==> config.mk <==
export PLATFORM = sky130hd
export DESIGN_NAME = text_term_ctrl
export DESIGN_NICKNAME = d
export VERILOG_FILES = /design/src/rtl/text_term_ctrl.sv
export SDC_FILE = /design/constraint.sdc
export NUM_CORES = 1
export LEC_CHECK = 0
export ABC_AREA = 0
export CAP_MARGIN = 5
export CORE_AREA = 2 2 79 81
export CTS_CLUSTER_SIZE = 16
export DETAILED_ROUTE_END_ITERATION = 16
export DIE_AREA = 0 0 81 83
export SYNTH_ARGS = -nofsm -noshare
export SYNTH_HDL_FRONTEND = slang
export SYNTH_SLANG_ARGS = --single-unit
==> constraint.sdc <==
create_clock -name clk -period 5.8 [get_ports clk]
set_input_delay 0.87 -clock clk [delete_from_list [all_inputs] [get_ports clk]]
set_output_delay 0.87 -clock clk [all_outputs]
set_load 0.03 [all_outputs]
==> src/rtl/text_term_ctrl.sv <==
// Terminal controller: turns a byte stream into character-RAM writes and tracks
// the cursor, with CR/LF/BS/FF handling and wrap or circular scrolling.
module text_term_ctrl #(
    parameter int unsigned COLS   = 32,
    parameter int unsigned ROWS   = 4,
    parameter int unsigned COL_W  = 5,
    parameter int unsigned ROW_W  = 2,
    parameter bit          SCROLL = 1'b1,
    parameter logic [7:0]  FILL   = 8'h20
) (
    input  logic             clk,
    input  logic             reset,
    input  logic [7:0]       in_data,
    input  logic             in_valid,
    output logic             in_ready,
    input  logic             clr,
    output logic             wr_en,
    output logic [ROW_W-1:0] wr_row,
    output logic [COL_W-1:0] wr_col,
    output logic [7:0]       wr_data,
    output logic [ROW_W-1:0] top_row,
    output logic [ROW_W-1:0] cur_row,
    output logic [COL_W-1:0] cur_col
);

    localparam logic [COL_W-1:0] LAST_COL = COL_W'(COLS - 1);
    localparam logic [ROW_W-1:0] LAST_ROW = ROW_W'(ROWS - 1);
    localparam logic [ROW_W:0]   ROWS_EXT = (ROW_W + 1)'(ROWS);

    localparam logic [7:0] BYTE_BS = 8'h08;
    localparam logic [7:0] BYTE_LF = 8'h0A;
    localparam logic [7:0] BYTE_FF = 8'h0C;
    localparam logic [7:0] BYTE_CR = 8'h0D;

    typedef enum logic [1:0] {
        IDLE    = 2'd0,
        CLR_ROW = 2'd1,
        CLR_ALL = 2'd2
    } state_t;

    state_t           state;
    logic [ROW_W-1:0] cnt_row;
    logic [COL_W-1:0] cnt_col;

    logic [ROW_W:0]   row_sum;
    logic [ROW_W-1:0] prow;
    logic             is_print;
    logic             is_lf;
    logic             need_nl;

    assign in_ready = (state == IDLE);

    // Physical cursor row; explicit modulo so ROWS need not be a power of two
    always_comb begin
        row_sum  = {1'b0, cur_row} + {1'b0, top_row};
        prow     = (row_sum >= ROWS_EXT) ? ROW_W'(row_sum - ROWS_EXT) : row_sum[ROW_W-1:0];
        is_print = (in_data >= 8'h20) && (in_data <= 8'h7E);
        is_lf    = (in_data == BYTE_LF);
        need_nl  = is_lf || (is_print && (cur_col == LAST_COL));
    end

    always_ff @(posedge clk or negedge reset) begin
        if (!reset) begin
            state   <= IDLE;
            wr_en   <= 1'b0;
            wr_row  <= '0;
            wr_col  <= '0;
            wr_data <= '0;
            top_row <= '0;
            cur_row <= '0;
            cur_col <= '0;
            cnt_row <= '0;
            cnt_col <= '0;
        end else begin
            wr_en <= 1'b0;
            unique case (state)
                IDLE: begin
                    // clr wins over a same-cycle byte, which stays unconsumed
                    if (clr || (in_valid && (in_data == BYTE_FF))) begin
                        state   <= CLR_ALL;
                        top_row <= '0;
                        cur_row <= '0;
                        cur_col <= '0;
                        cnt_row <= '0;
                        cnt_col <= '0;
                    end else if (in_valid) begin
                        if (is_print) begin
                            wr_en   <= 1'b1;
                            wr_row  <= prow;
                            wr_col  <= cur_col;
                            wr_data <= in_data;
                            cur_col <= (cur_col == LAST_COL) ? '0 : cur_col + 1'b1;
                        end else if ((in_data == BYTE_CR) || is_lf) begin
                            cur_col <= '0;
                        end else if ((in_data == BYTE_BS) && (cur_col != '0)) begin
                            wr_en   <= 1'b1;
                            wr_row  <= prow;
                            wr_col  <= cur_col - 1'b1;
                            wr_data <= FILL;
                            cur_col <= cur_col - 1'b1;
                        end

                        if (need_nl) begin
                            if (cur_row != LAST_ROW) begin
                                cur_row <= cur_row + 1'b1;
                            end else if (!SCROLL) begin
                                cur_row <= '0;
                            end else begin
                                // Old top row becomes the new bottom row and is blanked
                                top_row <= (top_row == LAST_ROW) ? '0 : top_row + 1'b1;
                                cnt_row <= top_row;
                                cnt_col <= '0;
                                state   <= CLR_ROW;
                            end
                        end
                    end
                end

                CLR_ROW: begin
                    wr_en   <= 1'b1;
                    wr_row  <= cnt_row;
                    wr_col  <= cnt_col;
                    wr_data <= FILL;
                    if (cnt_col == LAST_COL) begin
                        state <= IDLE;
                    end else begin
                        cnt_col <= cnt_col + 1'b1;
                    end
                end

                CLR_ALL: begin
                    wr_en   <= 1'b1;
                    wr_row  <= cnt_row;
                    wr_col  <= cnt_col;
                    wr_data <= FILL;
                    if (cnt_col == LAST_COL) begin
                        cnt_col <= '0;
                        if (cnt_row == LAST_ROW) begin
                            state <= IDLE;
                        end else begin
                            cnt_row <= cnt_row + 1'b1;
                        end
                    end else begin
                        cnt_col <= cnt_col + 1'b1;
                    end
                end

                default: state <= IDLE;
            endcase
        end
    end

endmodule

==> reports/results.txt, run 1 <==
result of the run: complete, no violations
Yosys warnings: 0
worst hold margin: 490 ps
area of the die: 6720 um2
syn avg cell area: 9.73 um2
unrepaired setup endpoints after global routing: no
number of flip-flops and latches in the synthesized netlist: 34
largest area contributor in the synthesized netlist: sky130_fd_sc_hd__dfrtp_1
most used cells in the layout excluding fill and tap cells: sky130_fd_sc_hd__clkdlybuf4s50_1, sky130_fd_sc_hd__dfrtp_1, sky130_fd_sc_hd__inv_1
fill count: 584
leading post-synthesis cells by cell area: sky130_fd_sc_hd__dfrtp_1, sky130_fd_sc_hd__ha_1, sky130_fd_sc_hd__mux2_2, sky130_fd_sc_hd__mux2i_1, sky130_fd_sc_hd__inv_1
kind of capture point of the worst setup path: flop
Post-CTS Setup Bufs: 0
DRC violations left: 0
Tcrit/Tclk final: 0.552
depth of the worst register-to-register path: 8
Final min period: 3200 ps
dpl cells: 344
final-layout setup total negative slack: 0 ps
buffer type at the clock tree root: sky130_fd_sc_hd__clkbuf_8
buffers added on ports: 37
worst reg2reg endpoint: cnt_col[1]
source of the worst register-to-register timing path: cur_col[0]
overall die height: 83 um
CTS max path bufs: 2
path type of the worst setup path: in2reg
number of enable-type register cells in the synthesized netlist: 0
WL final: 5680 um
dominant synthesized flop cell: sky130_fd_sc_hd__dfrtp_1
count of antenna-violating nets left after detailed routing: 0
number of rows in the core area: 28
signal arrival time at the worst endpoint: 3380 ps
number of gates resized after CTS: 0
level count of the clock H-tree: 2
I/O pins: 38
sum of net half-perimeters after detailed placement: 4230 um
insertion delay of the later-clocked pin in the worst-skew pair: 290 ps
area of the multi-input gates: 1330 um2
sequential cell area: 851 um2
number of hold buffers added after cts: 0
hold violation total from the final report: 0
hold-critical path depth: 1
relative slew slack: 0.411
leading cell type in the layout, fill and taps excluded: sky130_fd_sc_hd__clkdlybuf4s50_1
area of the core: 5820 um2
global-route wire length before repair: 9610 um
Finish-stage setup viols: 0
post-layout instance count excluding filler cells: 352
Post-Syn Instances: 235
share of the synthesized area in the top cell type: 0.372
launch instance of the worst min-delay path: wr_row[1]
via count of the first global-routing pass: 1926
drt first-iter violations: 111
clock-pin slew on the worst setup and hold paths: 80 ps
Worst Setup Start Kind: primary input
initial antenna violation count: 0
clock tree from TritonCTS: done
Final Net Count: 302
mean routed wirelength per cell: 16.1 um
Horiz. Die Dim: 81 um
slew of the pin with the lowest slew margin: 873 ps
overflow left after global routing: 0
Hold WC Path Type: reg2reg
VDD IR max: 189 uV
highest fanout seen on the critical path: 15
Max Transition Viols Final: 0
portion of the post-synthesis area used by sequential elements: 0.372
Post-Syn Nets: 261
detailed-router iteration count before antenna repair: 4
Netlist cell types: 57
Antenna Diode Count: 0
total power of the final layout: 1.29 mW
data required time of the worst path: 5970 ps
Hold Path Sink: wr_row[1]
highest achievable clock rate: 0.312 GHz
R2R Setup Slk: 3280 ps
layout cell share with drive strength beyond 1: 0.0939
leakage component of the power: 1.22 nW
Worst Clk Skew: 6.01 ps
mean number of vias per cell: 5.58
total number of vias: 1963
global-route usage over all layers: 0.185
fraction of registers with async set or reset after synthesis: 1.00
RePlAce Congestion: 0.915
Num Clock Sinks: 34
layout overhead on the synthesized area: 25.3%
number of buffers added by the clock tree synthesis step: 5
synthesized cell area: 2290 um2
Power per Cell Area: 449 nW/um2
starting density of the core: 0.393
max-capacitance violation count: 0
pin count of the biggest net entering global routing: 35
-- metrics by stage --
| stage | setup slack (ps) | area, um2 | utilization |
|---|---|---|---|
| floorplan | 3060 | 2290 | - |
| global placement | 2300 | 2730 | 0.469 |
| detailed placement | 2280 | 2730 | 0.469 |
| CTS | 2580 | 2870 | 0.493 |
| global route | 2410 | 2870 | 0.493 |
| finish | 2600 | 2870 | 0.493 |
-- power breakdown --
part | total (mW) | internal [mW] | switching (mW) | leakage [nW]
logic | 0.661 | 0.274 | 0.387 | 0.706
clock network | 0.266 | 0.172 | 0.0941 | 0.0683
registers | 0.360 | 0.304 | 0.0559 | 0.449
total | 1.29 | 0.750 | 0.537 | 1.22
-- worst max-delay path, cell delays in order --
cell and delay [ps]:
sky130_fd_sc_hd__clkdlybuf4s50_1 480, sky130_fd_sc_hd__or4b_1 650, sky130_fd_sc_hd__nor4_2 350, sky130_fd_sc_hd__nor2_1 150
sky130_fd_sc_hd__o22ai_4 490, sky130_fd_sc_hd__mux2_2 400
-- cell usage after synthesis, types with 2 or more instances --
library cell and count:
sky130_fd_sc_hd__nand2b_1 3, sky130_fd_sc_hd__nor4_1 2, sky130_fd_sc_hd__nand2_1 16, sky130_fd_sc_hd__nor2_1 17
sky130_fd_sc_hd__a32o_1 2, sky130_fd_sc_hd__o41ai_1 2, sky130_fd_sc_hd__a311oi_1 2, sky130_fd_sc_hd__o31ai_1 10
sky130_fd_sc_hd__clkbuf_1 2, sky130_fd_sc_hd__and3_1 3, sky130_fd_sc_hd__nor4_2 2, sky130_fd_sc_hd__a22oi_1 2
sky130_fd_sc_hd__or3_1 5, sky130_fd_sc_hd__and2_1 2, sky130_fd_sc_hd__mux2i_1 8, sky130_fd_sc_hd__or4b_1 2
sky130_fd_sc_hd__nand4_1 2, sky130_fd_sc_hd__o31a_1 2, sky130_fd_sc_hd__nor2b_1 3, sky130_fd_sc_hd__a31oi_1 4
sky130_fd_sc_hd__a21oi_1 4, sky130_fd_sc_hd__o21a_1 3, sky130_fd_sc_hd__o21ai_1 3, sky130_fd_sc_hd__o21ai_0 15
sky130_fd_sc_hd__xnor2_1 3, sky130_fd_sc_hd__o211ai_1 3, sky130_fd_sc_hd__inv_1 21, sky130_fd_sc_hd__mux2_1 2
sky130_fd_sc_hd__buf_6 2, sky130_fd_sc_hd__nand3_1 5, sky130_fd_sc_hd__o32ai_1 4, sky130_fd_sc_hd__mux2_2 8
sky130_fd_sc_hd__dfrtp_1 34, sky130_fd_sc_hd__ha_1 14
-- logic make-up after synthesis --
family | Yosys count | synth area share
DFF | 34 | 0.372
adders and majority gates | 14 | 0.0766
xor gates and xnor gates | 4 | 0.0153
AOI/OAI and AO/OA | 69 | 0.231
muxes | 18 | 0.0842
and+or+nand+nor | 71 | 0.173
buffers and inverters | 25 | 0.0476
-- how the worst max path moves through the flow --
stage          slack [ps]         end  startpoint
2_1_floorplan        3060   wr_col[4]  in_data[5]
3_3_place_gp         2300  wr_data[5]  in_data[5]
3_5_place_dp         2280   wr_row[0]  in_data[5]
4_1_cts              2580   wr_row[0]  in_data[5]
5_1_grt              2410  cur_col[2]  in_data[6]
6_report             2600   wr_row[0]  in_data[5]
-- registers in the layout (all words and copies together) (netlist names) --
signal   count
cnt_col      5
cnt_row      2
cur_col      5
cur_row      2
state        2
top_row      2
wr_col       5
wr_data      8
wr_en        1
wr_row       2
-- routing by layer --
metal  vias up  part of all wire  GRT usage
li1        962                 -          -
met1       943              0.48      0.267
met2        52              0.45      0.267
met3         6             0.051     0.0435
met4         0             0.018     0.0663
met5         -                 0          0
-- final cells by class --
cell class | count | area share
Clock inverter | 3 | 0.0240
Sequential cell | 34 | 0.297
Multi-Input combinational cell | 176 | 0.463
Tap cell | 75 | 0.0327
Inverter | 21 | 0.0275
Timing Repair Buffer | 38 | 0.132
Clock buffer | 5 | 0.0240
(Power assumes the default switching activity.)
==> run 2, diff against run 1 <==
==> constraint.sdc (replaced) <==
create_clock -name clk -period 3.3 [get_ports clk]
set_input_delay 0.495 -clock clk [delete_from_list [all_inputs] [get_ports clk]]
set_output_delay 0.495 -clock clk [all_outputs]
set_load 0.03 [all_outputs]
==> run 2 against run 1 <==
Net effect: flip-flop and latch count unchanged; power increased by 66%; count of clock-buffer cells in the layout increased by 1; via count increased by 1.7%; register-to-register slack got worse by 2400 ps; routed wire length decreased by 1.7%; clock power increased by 23%; non-clock buffer count increased by 6; design area about the same; hold slack got worse by 5.2 ps; setup slack got worse by 2000 ps; critical endpoint is now wr_data[4].
==> reports/results.txt, run 2 (same netlist as run 1, synthesis figures left out) <==
most used cells in the layout excluding fill and tap cells: sky130_fd_sc_hd__clkdlybuf4s50_1, sky130_fd_sc_hd__dfrtp_1, sky130_fd_sc_hd__inv_1
RePlAce Congestion: 0.840 (-8.2%)
overall die height: 83 um (unchanged)
post-layout instance count excluding filler cells: 358 (+1.7%)
Worst Setup Start Kind: primary input
mean number of vias per cell: 5.58 (about the same)
number of flip-flops under the largest register name: 8 (unchanged)
Final min period: 2720 ps
drt first-iter violations: 97 (-13%)
path type of the worst setup path: in2reg
Finish-stage setup viols: 0 (unchanged)
level count of the clock H-tree: 2 (unchanged)
highest-delay cell along the critical path: sky130_fd_sc_hd__or4b_1
layout overhead on the synthesized area: 25.4% (about the same)
sum of net half-perimeters after detailed placement: 4180 um (-1.3%)
number of hold buffers added after cts: 0 (unchanged)
number of buffers added by the clock tree synthesis step: 5 (unchanged)
Hold WC Path Type: reg2reg
DRC violations left: 0 (unchanged)
slew of the pin with the lowest slew margin: 738 ps (-135 ps)
Post-CTS Setup Bufs: 0 (unchanged)
layout cell share with drive strength beyond 1: 0.113 (+0.0192)
number of gates resized after CTS: 0 (unchanged)
initial antenna violation count: 0 (unchanged)
post-layout instance area: 2870 um2 (about the same)
unrepaired setup endpoints after global routing: no
buffer type at the clock tree root: sky130_fd_sc_hd__clkbuf_8
clock tree from TritonCTS: done
CTS max path bufs: 2 (unchanged)
max-capacitance violation count: 0 (unchanged)
leading cell type in the layout, fill and taps excluded: sky130_fd_sc_hd__clkdlybuf4s50_1
WL final: 5580 um (-1.7%)
Horiz. Die Dim: 81 um (unchanged)
overflow left after global routing: 0 (unchanged)
total number of vias: 1997 (+1.7%)
final-layout setup total negative slack: 0 ps (unchanged)
number of rows in the core area: 28 (unchanged)
via count of the first global-routing pass: 1808 (-6.1%)
leakage component of the power: 1.23 nW (+0.72%)
hold violation total from the final report: 0 (unchanged)
detailed-router iteration count before antenna repair: 4 (unchanged)
Antenna Diode Count: 0 (unchanged)
I/O pins: 38 (unchanged)
dpl cells: 350 (+1.7%)
pin count of the biggest net entering global routing: 35 (unchanged)
VDD IR max: 363 uV (+92%)
area of the core: 5820 um2 (unchanged)
signal arrival time at the worst endpoint: 2920 ps (-460 ps)
buffers added on ports: 37 (unchanged)
area of the die: 6720 um2 (unchanged)
mean routed wirelength per cell: 15.6 um (-3.4%)
global-route usage over all layers: 0.174 (-0.0109)
global-route wire length before repair: 9100 um (-5.3%)
Num Clock Sinks: 34 (unchanged)
starting density of the core: 0.393 (unchanged)
Final Net Count: 308 (+2.0%)
Worst Clk Skew: 8.13 ps (+2.12 ps)
top register by number of flip-flops: wr_data
worst-path cell chain: clkdlybuf4s50_1 -> or4b_1 -> nor4_2 -> nor2_1 -> o22ai_4 -> buf_4 -> mux2i_1
Power per Cell Area: 745 nW/um2 (+66%)
CP peak stage delay: 650 ps (about the same)
highest achievable clock rate: 0.368 GHz
relative slew slack: 0.503 (+0.0921)
Tcrit/Tclk final: 0.823
count of antenna-violating nets left after detailed routing: 0 (unchanged)
Area after DPL: 2770 um2 (+1.7%)
Max Transition Viols Final: 0 (unchanged)
clock-pin slew on the worst setup and hold paths: 70 ps (about the same)
fill count: 580 (-0.68%)
data required time of the worst path: 3510 ps (-2460 ps)
result of the run: complete, no violations
kind of capture point of the worst setup path: flop
highest fanout seen on the critical path: 8 (-7)
insertion delay of the later-clocked pin in the worst-skew pair: 290 ps (about the same)
run 2: cell types whose count changed in the layout (fill, tap and decap cells not counted), sizes merged:
cell,change
clkbuf,+1
clkinvlp,+1
bufinv,-2
buf,+6
run 2: per-stage QoR:
| step | hold slack [ps] | total power, mW | setup WS (ps) | util |
|---|---|---|---|---|
| 2_1_floorplan | 199 | 1.42 | 931 | - |
| 3_3_place_gp | 479 | 1.81 | 320 | 0.477 |
| 3_5_place_dp | 474 | 1.82 | 288 | 0.477 |
| 4_1_cts | 491 | 2.15 | 571 | 0.493 |
| 5_1_grt | 504 | 2.29 | 395 | 0.493 |
| 6_report | 484 | 2.14 | 584 | 0.493 |
run 2: path summary, 6_finish.rpt:
kind,start,end,slack (ps),depth (start not counted)
min reg2reg,wr_row[1],wr_row[1],480,1
min in group asynchronous,reset,cnt_row[1],610,2
min,wr_row[1],wr_row[1],480,1
max reg2reg,cur_col[0],cnt_col[1],850,8
max,in_data[5],wr_data[4],580,7
max in group asynchronous,reset,wr_col[2],2370,2
run 2: cell type report:
cell class | count | area (um2) | share of cell area
clock buffer | 6 | 82.6 | 0.0288
clock inverter | 2 | 12.5 | 0.00436
inverter | 21 | 78.8 | 0.0275
multi-input combinational | 176 | 1330 | 0.463
sequential | 34 | 851 | 0.297
tap | 75 | 93.8 | 0.0327
timing repair buffer | 44 | 423 | 0.147
run 2: power breakdown:
group          internal (mW)  total (mW)  switching (mW)  leakage (nW)
Clock                  0.168       0.328           0.160        0.0472
Combinational          0.494        1.18           0.684         0.736
Sequential             0.534       0.632          0.0978         0.449
run 2: critical path, delay by kind of cell:
| kind | cells | cell delay, ps |
|---|---|---|
| muxes | 1 | 200 |
| and+or+nand+nor | 3 | 1180 |
| buffers and inverters | 2 | 730 |
| AOI/OAI and AO/OA | 1 | 310 |
run 2: metal layers:
| metal | GRT usage | share of wire | vias to the layer above |
|---|---|---|---|
| li1 | - | - | 977 |
| met1 | 0.255 | 0.49 | 951 |
| met2 | 0.258 | 0.44 | 65 |
| met3 | 0.0337 | 0.055 | 4 |
| met4 | 0.0508 | 0.013 | 0 |
| met5 | 0 | 0 | - |
==> run 3, diff against run 2 <==
==> constraint.sdc (replaced) <==
create_clock -name clk -period 2.32 [get_ports clk]
set_input_delay 0.348 -clock clk [delete_from_list [all_inputs] [get_ports clk]]
set_output_delay 0.348 -clock clk [all_outputs]
set_load 0.03 [all_outputs]
==> run 3 against run 2 <==
Net effect: power is 57% higher; cell count increased by 12%; global-route usage up 2.5 points; count of clock-buffer cells in the layout stayed put; first-iteration DRC count down 3.1%; critical path type unchanged; highest routed layer unchanged.
==> reports/results.txt, run 3 (same netlist as run 1, synthesis figures left out) <==
result of the run: complete, no violations
global-route usage over all layers: 0.199 (+0.0251)
count of antenna-violating nets left after detailed routing: 0 (unchanged)
layout cell share with drive strength beyond 1: 0.271 (+0.158)
depth of the worst register-to-register path: 10 (+2)
detailed-router iteration count before antenna repair: 4 (unchanged)
Worst Setup Start Kind: primary input
Finish-stage setup viols: 0 (unchanged)
worst-path cell chain: clkdlybuf4s50_1 -> buf_4 -> or4b_4 -> o311ai_4 -> nor3b_4 -> or2_4 -> o41ai_4
Power per Cell Area: 1010 nW/um2 (+36%)
Horiz. Die Dim: 81 um (unchanged)
via count of the first global-routing pass: 2104 (+16%)
CP peak stage delay: 570 ps (-80 ps)
signal arrival time at the worst endpoint: 2480 ps (-440 ps)
area of the die: 6720 um2 (unchanged)
CP bufs+invs: 2 (unchanged)
Tcrit/Tclk final: 0.985
leakage component of the power: 1.51 nW (+22%)
Max Transition Viols Final: 0 (unchanged)
pin count of the biggest net entering global routing: 35 (unchanged)
top register by number of flip-flops: wr_data
number of flip-flops under the largest register name: 8 (unchanged)
Final Net Count: 350 (+14%)
Worst Clk Skew: 2.80 ps (-5.33 ps)
clock tree from TritonCTS: done
area of the core: 5820 um2 (unchanged)
most used cells in the layout excluding fill and tap cells: sky130_fd_sc_hd__buf_4, sky130_fd_sc_hd__clkdlybuf4s50_1, sky130_fd_sc_hd__dfrtp_1
drt first-iter violations: 94 (-3.1%)
Area after DPL: 3070 um2 (+11%)
global-route wire length before repair: 10500 um (+15%)
highest fanout seen on the critical path: 5 (-3)
CTS max path bufs: 2 (unchanged)
final standard cell utilization of the core: 0.570 (+0.0768)
level count of the clock H-tree: 2 (unchanged)
highest achievable clock rate: 0.438 GHz
area of the multi-input gates: 1430 um2 (+8.0%)
worst reg2reg endpoint: cnt_col[0]
path type of the worst setup path: in2reg
post-layout instance area: 3320 um2 (+16%)
Antenna Diode Count: 0 (unchanged)
hold violation total from the final report: 0 (unchanged)
total power of the final layout: 3.35 mW (+57%)
max-capacitance violation count: 0 (unchanged)
Num Clock Sinks: 34 (unchanged)
overall die height: 83 um (unchanged)
kind of capture point of the worst setup path: flop
buffers added on ports: 37 (unchanged)
I/O pins: 38 (unchanged)
mean routed wirelength per cell: 15.9 um (+2.1%)
proportion of power drawn by the clock network: 0.141 (-0.012)
VDD IR max: 624 uV (+72%)
sum of net half-perimeters after detailed placement: 4800 um (+15%)
crit-path leading delay family: simple AND/OR/NAND/NOR gates
layout overhead on the synthesized area: 45.0%
number of rows in the core area: 28 (unchanged)
Hold WC Path Type: in2async
overflow left after global routing: 0 (unchanged)
mean number of vias per cell: 5.39 (-3.3%)
sequential cell area: 852 um2 (+0.15%)
clock-pin slew on the worst setup and hold paths: 70 ps (about the same)
relative slew slack: 0.557 (+0.0544)
fill count: 546 (-5.9%)
starting density of the core: 0.393 (unchanged)
source of the worst register-to-register timing path: cur_col[0]
slew of the pin with the lowest slew margin: 659 ps (-79.4 ps)
leading cell type in the layout, fill and taps excluded: sky130_fd_sc_hd__buf_4
net switching fraction of the power: 0.432 (-0.00876)
power share of the combinational group: 0.601 (+0.050)
total number of vias: 2157 (+8.0%)
data required time of the worst path: 2510 ps (-1000 ps)
Flop pwr share: 0.258 (-0.038)
insertion delay of the later-clocked pin in the worst-skew pair: 290 ps (about the same)
R2R Setup Slk: 90 ps (-760 ps)
Final min period: 2280 ps
WL final: 6360 um (+14%)
buffer type at the clock tree root: sky130_fd_sc_hd__clkbuf_8
highest-delay cell along the critical path: sky130_fd_sc_hd__or4b_4
RePlAce Congestion: 0.971 (+16%)
switching power: 1.45 mW (+54%)
initial antenna violation count: 0 (unchanged)
number of buffers added by the clock tree synthesis step: 5 (unchanged)
Cell Int Power: 1.90 mW (+59%)
DRC violations left: 0 (unchanged)
[run 3: changes by cell type in the layout (fill, tap and decap cells not counted), sizes merged]
cell and delta:
clkdlybuf4s50 -3, dlygate4sd2 +1, dlymetal6s2s +2, buf +42
[run 3: worst max-delay path by stage]
stage,slack [ps],from,cells past startpoint,end
2_1_floorplan,20,cur_col[1],8,wr_col[4]
3_3_place_gp,-310,in_data[5],7,cnt_col[2]
3_5_place_dp,-360,in_data[5],7,cnt_col[2]
4_1_cts,1,cur_col[0],10,cur_col[2]
5_1_grt,-40,in_data[7],8,cur_col[3]
6_report,40,in_data[4],7,cnt_col[3]
[run 3: per-layer routing]
metal,track usage,up-vias,share of wire
met2,0.303,43,0.47
li1,-,1067,-
met5,0,-,0
met1,0.287,1040,0.48
met4,0.0524,0,0.014
met3,0.0391,7,0.040
[run 3: what timing repair did]
item,in CTS,in global routing
pin swaps,1,9
gates resized for setup,6,18
setup endpoints to repair,21,31
buffers inserted,0,3
hold buffers,0,0
[run 3: area by class of cell]
cell class / instances / area share
Multi-Input combinational cell: 176 / 0.432
Sequential cell: 34 / 0.257
Timing Repair Buffer: 86 / 0.230
Tap cell: 75 / 0.0283
Clock buffer: 6 / 0.0249
Inverter: 21 / 0.0238
Clock inverter: 2 / 0.00377
[run 3: per-stage QoR]
stage / TNS [ps] / hold WS (ps) / instances / worst slack, ps
3_3_place_gp: -8330 / 466 / 389 / -310
3_5_place_dp: -9160 / 479 / 389 / -363
5_1_grt: -68.4 / 519 / 400 / -38.6
6_report: 0 / 471 / 400 / 35.9
2_1_floorplan: 0 / 52.4 / 235 / 15.7
4_1_cts: 0 / 486 / 397 / 1.48
[run 3: power by group through the flow]
stage | sequential, mW | clock, mW | combinational [mW]
after global routing | 0.881 | 0.512 | 2.18
after global placement | 0.867 | 0 | 1.91
after detailed placement | 0.873 | 0 | 1.91
after CTS | 0.861 | 0.484 | 1.94
after floorplan | 1.17 | 0 | 0.854
final | 0.864 | 0.471 | 2.01
[run 3: worst reg2reg max path, stage by stage, from the launching register on]
cell and delay (ps):
sky130_fd_sc_hd__dfrtp_2 400, sky130_fd_sc_hd__buf_4 150, sky130_fd_sc_hd__ha_1 230, sky130_fd_sc_hd__and3_1 190, sky130_fd_sc_hd__ha_1 190, sky130_fd_sc_hd__and3_1 170, sky130_fd_sc_hd__o211ai_1 90, sky130_fd_sc_hd__nor3b_4 330
sky130_fd_sc_hd__buf_6 160, sky130_fd_sc_hd__nor4_1 50, sky130_fd_sc_hd__a21o_1 180
